File: config.mk
export PLATFORM = sky130hd
export DESIGN_NAME = tx_loop
export DESIGN_NICKNAME = d
export VERILOG_FILES = /design/src/rtl/tx_loop.sv
export SDC_FILE = /design/constraint.sdc
export NUM_CORES = 1
export LEC_CHECK = 0
export ABC_AREA = 0
export CAP_MARGIN = 20
export CORE_MARGIN = 4
export CORE_UTILIZATION = 45
export DETAILED_ROUTE_END_ITERATION = 8
export PLACE_DENSITY = 0.8
export SLEW_MARGIN = 20
export SYNTH_ARGS = -nofsm -noshare
export SYNTH_HDL_FRONTEND = slang
export SYNTH_SLANG_ARGS = --single-unit
export TNS_END_PERCENT = 20
File: constraint.sdc
create_clock -name clk -period 4.2 [get_ports clk]
set_input_delay 0.42 -clock clk [delete_from_list [all_inputs] [get_ports clk]]
set_output_delay 0.42 -clock clk [all_outputs]
set_load 0.02 [all_outputs]
File: src/rtl/tx_loop.sv
// tx_loop: looping Manchester-coded VLC test frame transmitter driving DAC codes
module tx_loop #(
  parameter int WIDTH = 10,
  parameter int CLK_DIV = 8,
  parameter int PREAMBLE_BYTES = 4,
  parameter logic [7:0] SFD_BYTE = 8'hA7,
  parameter int PAYLOAD_LEN = 16,
  parameter int GAP_CHIPS = 64,
  parameter int FRAME_COUNT = 0,
  parameter logic [WIDTH-1:0] LEVEL_HIGH = {WIDTH{1'b1}},
  parameter logic [WIDTH-1:0] LEVEL_LOW = '0
) (
  input  logic             clk,
  input  logic             reset,
  input  logic             i_start,
  input  logic             i_stop,
  output logic [WIDTH-1:0] o_tx_out,
  output logic             o_tx_out_clk,
  output logic             o_tx_sfd,
  output logic             o_tx_active,
  output logic [15:0]      o_frame_cnt,
  output logic             o_done
);
  typedef enum logic [2:0] {IDLE, PREAMBLE, SFD, LEN, PAYLOAD, GAP, DONE} state_t;
  localparam int TW = $clog2(CLK_DIV);
  localparam logic [TW-1:0] TMAX = TW'(CLK_DIV - 1);
  localparam logic [15:0] PRE_LAST = 16'(PREAMBLE_BYTES * 16 - 1);
  localparam logic [15:0] PAY_LAST = 16'(PAYLOAD_LEN * 16 - 1);
  localparam logic [15:0] GAP_LAST = 16'(GAP_CHIPS - 1);
  localparam logic [15:0] FC = 16'(FRAME_COUNT);
  state_t state, state_nxt;
  logic [TW-1:0] tmr, tmr_nxt;
  logic [15:0] chip, chip_nxt, frame_cnt, cnt_nxt, sec_last;
  logic stop_lat, stop_nxt, stb, stb_nxt, wrap, last, active_nxt, chip_hi;
  logic [7:0] byte_val;
  logic [WIDTH-1:0] tx, tx_nxt;
  assign wrap = tmr == TMAX;
  assign sec_last = state == PREAMBLE ? PRE_LAST : state == PAYLOAD ? PAY_LAST : state == GAP ? GAP_LAST : 16'd15;
  assign last = chip == sec_last;
  assign active_nxt = state_nxt inside {PREAMBLE, SFD, LEN, PAYLOAD};
  assign byte_val = state_nxt == PREAMBLE ? 8'h55 :
                    state_nxt == SFD ? SFD_BYTE :
                    state_nxt == LEN ? 8'(PAYLOAD_LEN) :
                    state_nxt == PAYLOAD ? frame_cnt[7:0] + chip_nxt[11:4] : 8'h00;
  assign chip_hi = byte_val[~chip_nxt[3:1]] ^ chip_nxt[0];
  assign tx_nxt = active_nxt && chip_hi ? LEVEL_HIGH : LEVEL_LOW;
  // next state: chip timer, chip position within section, section sequencing and frame count
  always_comb begin
    state_nxt = state;
    tmr_nxt = tmr;
    chip_nxt = chip;
    cnt_nxt = frame_cnt;
    stb_nxt = 1'b0;
    stop_nxt = state == IDLE ? 1'b0 : stop_lat | i_stop;
    if (state == IDLE) begin
      if (i_start) begin
        state_nxt = PREAMBLE;
        tmr_nxt = '0;
        chip_nxt = '0;
        cnt_nxt = '0;
        stb_nxt = 1'b1;
      end
    end else if (state == DONE) begin
      state_nxt = IDLE;
    end else begin
      tmr_nxt = wrap ? '0 : tmr + TW'(1);
      if (wrap) begin
        chip_nxt = last ? 16'd0 : chip + 16'd1;
        if (last) begin
          state_nxt = state == PREAMBLE ? SFD :
                      state == SFD ? LEN :
                      state == LEN ? PAYLOAD :
                      state == PAYLOAD ? GAP :
                      (stop_lat || i_stop || (FC != 16'd0 && frame_cnt == FC)) ? DONE : PREAMBLE;
          cnt_nxt = state == PAYLOAD ? frame_cnt + 16'd1 : frame_cnt;
        end
        stb_nxt = state_nxt != DONE;
      end
    end
  end
  // state and output registers, cleared asynchronously
  always_ff @(posedge clk or negedge reset) begin
    if (!reset) begin
      state <= IDLE;
      tmr <= '0;
      chip <= '0;
      frame_cnt <= '0;
      stop_lat <= 1'b0;
      stb <= 1'b0;
      tx <= LEVEL_LOW;
    end else begin
      state <= state_nxt;
      tmr <= tmr_nxt;
      chip <= chip_nxt;
      frame_cnt <= cnt_nxt;
      stop_lat <= stop_nxt;
      stb <= stb_nxt;
      tx <= tx_nxt;
    end
  end
  assign o_tx_out = tx;
  assign o_tx_out_clk = stb;
  assign o_tx_active = state inside {PREAMBLE, SFD, LEN, PAYLOAD};
  assign o_tx_sfd = state inside {LEN, PAYLOAD};
  assign o_frame_cnt = frame_cnt;
  assign o_done = state == DONE;
endmodule

==> flow_summary_export.csv <==
group,metric,value,unit
placed_design,port_buffers,33,
grt,grt_usage,0.199,
setup_path,worst_ep_required_time,4.44,ns
finish,final_common_cell,"nor2_1",
yosys,synth_ff_type,"dfrtp_1",
detailed_routing,wirelength,8150,um
timing,post-route-period-util,0.994,
outcome,status,"complete, no violations",
finish,final_layout_size_suffix_gt1_frac,0.154,
floorplanning,core_area,6420,um2
floorplanning,die_y,89.7,um
pwr,ir_worst_vdd,0.000307,V
setup_path,r2r-start,"state[1]$_DFF_PN0_",
yosys,ys_warn_count,0,
pwr,power_frac_clock,0.198,
pwr,switchingPower,583,uW
cts,insertion_delay,0.30,ns
grt,grt_antenna_before_repair,0,
setup_path,crit_arrival,4.42,ns
detailed_routing,viasPerCell,5.95,
timing,slew_viol_final,0,
cts,cts_tree,"built",
timing,hold_viol,0,
placed_design,dp_hpwl,5910,um
finish,synthToLayoutAreaGrowth,23.7,%
detailed_routing,vias,2856,
finish,fillCellCount,537,
yosys,async_reset_ff_frac,1.00,
yosys,synth_area_per_cell,8.37,um2
yosys,synth_fp_nets,376,
finish,nNetsFinal,419,
pwr,total_power,1.50,mW
floorplanning,initial_core_util,0.468,
pwr,leakage,1.62,nW
pwr,pwr-share-comb,0.444,
floorplanning,io_pins,34,
detailed_routing,drcViolationCount,0,
floorplanning,dieArea,8050,um2
pwr,seq_power_share,0.358,
run,max_cap_viol_count,0,
finish,diodes,0,
cts,cts_root_buffer,"clkbuf_8",
grt,grt_pass1_vias,2738,
floorplanning,row_count,29,
timing,min_period,4.18,ns
detailed_routing,drtPass1Iterations,4,
yosys,synth.distinct_cells,58,
timing,tightestPinTransition,0.973,ns
setup_path,crit_fanout,5,
timing,fin_skew,0.00424,ns
cts,htreeDepth,2,
setup_path,end_kind,"flop",
floorplanning,die-width,89.7,um
yosys,synth_area_leaders,"dfrtp_1 34%, nor2_1 5.1%, ha_1 5.0%",
yosys,syn-instance-count,359,
setup_path,start_kind,"flop",
pwr,internal_power,916,uW
cts,clkSinkCount,41,
detailed_routing,drt_iter0_drc,186,
finish,final_cell_mix,"41 x nor2_1, 39 x dfrtp_1, 32 x clkdlybuf4s50_1",
timing,rsz0062_at_grt,"true",
pwr,pwr_density_cell,403,nW/um2
setup_path,path_class,"flop to flop",
finish,finalNonFillerCells,480,
timing,timing.fmax,0.239,GHz
hold_path,hp-class,"primary input to async pin",
timing,slew_headroom,0.351,
yosys,yosys.area.top_type_share,0.341,
finish,fin_util,0.579,
setup_path,reg2reg_to,"o_tx_out[8]$_DFF_PN0_",
yosys,seq_area_frac_synth,0.341,
pwr,swShare,0.389,
detailed_routing,routedWlPerCell,17.0,um
cts,clock_path_buffers,2,
setup_path,rrSetupSlack,0.02,ns
setup_path,crit_path_end,"o_tx_out[8]$_DFF_PN0_",
yosys,synth-edff-count,0,
setup_path,worstRegToRegCells,18,
cts,cts_buffers,5,
cts,clk_pin_slew,0.08,ns
timing,setup-violations-final,0,
yosys,synth_area,3010,um2
grt,grt_pass1_wl,13300,um
timing,tns,0,ns
setup_path,startpoint,"state[1]$_DFF_PN0_",
placed_design,place_congestion,0.915,
yosys,synth_seq_cells,41,
grt,grt.overflow.total,0,
detailed_routing,drtAntennaViolNets,0,
yosys,synth_area_leader_cell,"dfrtp_1",
placed_design,dp_cells,467,
grt,grt_max_degree,42,
## worst min-delay path by stage
stage	endpoint	slack (ns)	cells after the start
after floorplan	chip[0]$_DFF_PN0_	0.12	0
after global placement	chip[15]$_DFFE_PN0P_	0.48	1
after detailed placement	chip[15]$_DFFE_PN0P_	0.48	1
after CTS	state[0]$_DFF_PN0_	0.30	1
after global routing	o_frame_cnt[15]$_DFFE_PN0P_	0.34	1
final	o_frame_cnt[15]$_DFFE_PN0P_	0.27	1
## logic make-up (layout without fill, tap and decap cells)
logic type	after synthesis	in the layout	synth area share
compound gates	89	89	0.199
xor+xnor	18	18	0.0570
fa+ha+maj	13	13	0.0566
buf+inv	43	87	0.0704
flops	41	41	0.341
mux	8	8	0.0283
simple gates	147	147	0.248
## critical path: stages (launching register included)
cell and delay (ns):
dfrtp_1 0.41, or3b_4 0.43, mux2i_2 0.17, or4b_4 0.52
o21ai_4 0.24, buf_6 0.13, nor2b_1 0.04, o21ai_1 0.17
o31ai_2 0.12, ha_1 0.34, nor2b_1 0.14, o21ai_1 0.16
a21oi_1 0.12, mux2i_1 0.13, a21oi_1 0.15, a41oi_1 0.13
a211o_1 0.34, a311oi_2 0.24, a41o_1 0.13
## power groups by stage
stage | Sequential, mW | Clock, mW | Combinational (mW)
after global placement | 0.535 | 0 | 0.612
final | 0.537 | 0.297 | 0.665
after CTS | 0.530 | 0.299 | 0.637
after global routing | 0.547 | 0.325 | 0.719
after detailed placement | 0.537 | 0 | 0.633
after floorplan | 0.552 | 0 | 0.414
## cells in the mapped netlist (3+ instances only)
cell / count
inv_1: 16
nor2_1: 41
xor2_1: 8
buf_4: 11
and4_1: 3
or3_1: 6
o31ai_1: 8
a22oi_1: 6
clkbuf_1: 11
a21oi_1: 10
a22o_1: 4
mux2i_1: 7
nor2b_1: 8
o21ai_0: 29
a31oi_1: 5
nor3_1: 7
ha_1: 12
a21boi_0: 3
and2_1: 6
nand4_1: 13
xnor2_1: 9
nand2_1: 27
a211oi_1: 3
nand3_1: 18
dfrtp_1: 41
and3_1: 8
## layer usage
metal	wire, um	track usage	up-vias
li1	-	-	1373
met1	3590	0.266	1401
met2	4020	0.325	69
met3	357	0.0326	13
met4	181	0.0779	0
met5	0	0	-
## registers in the layout (all words and copies together) (netlist names)
signal / flops
chip: 16
o_frame_cnt: 16
state: 3
tmr: 3
o_tx_out: 1
o_tx_out_clk: 1
stop_lat: 1
## timing repair
action                     CTS  global route
gates resized for setup      2            25
setup endpoints to repair    1             1
pin swaps                    0            13
setup buffers                0             5
hold buffers                 0             0
## through the flow
stage / worst slack, ns / instance area [um2] / hold WS [ns]
after floorplan: 0.0412 / 3020 / 0.124
after global placement: 0.136 / 3470 / 0.481
after detailed placement: -0.0220 / 3470 / 0.484
after CTS: 0.0239 / 3580 / 0.297
after global routing: -0.180 / 3720 / 0.338
final: 0.0237 / 3720 / 0.268
## layout make-up
cell class | instances | area (um2) | share of cell area
multi-input combinational | 275 | 1880 | 0.505
clock buffer | 7 | 96.3 | 0.0259
tap | 77 | 96.3 | 0.0259
clock inverter | 1 | 5.00 | 0.00135
sequential | 41 | 1030 | 0.277
timing repair buffer | 61 | 547 | 0.147
inverter | 18 | 67.6 | 0.0182
Power figures use the tool's default switching activity.
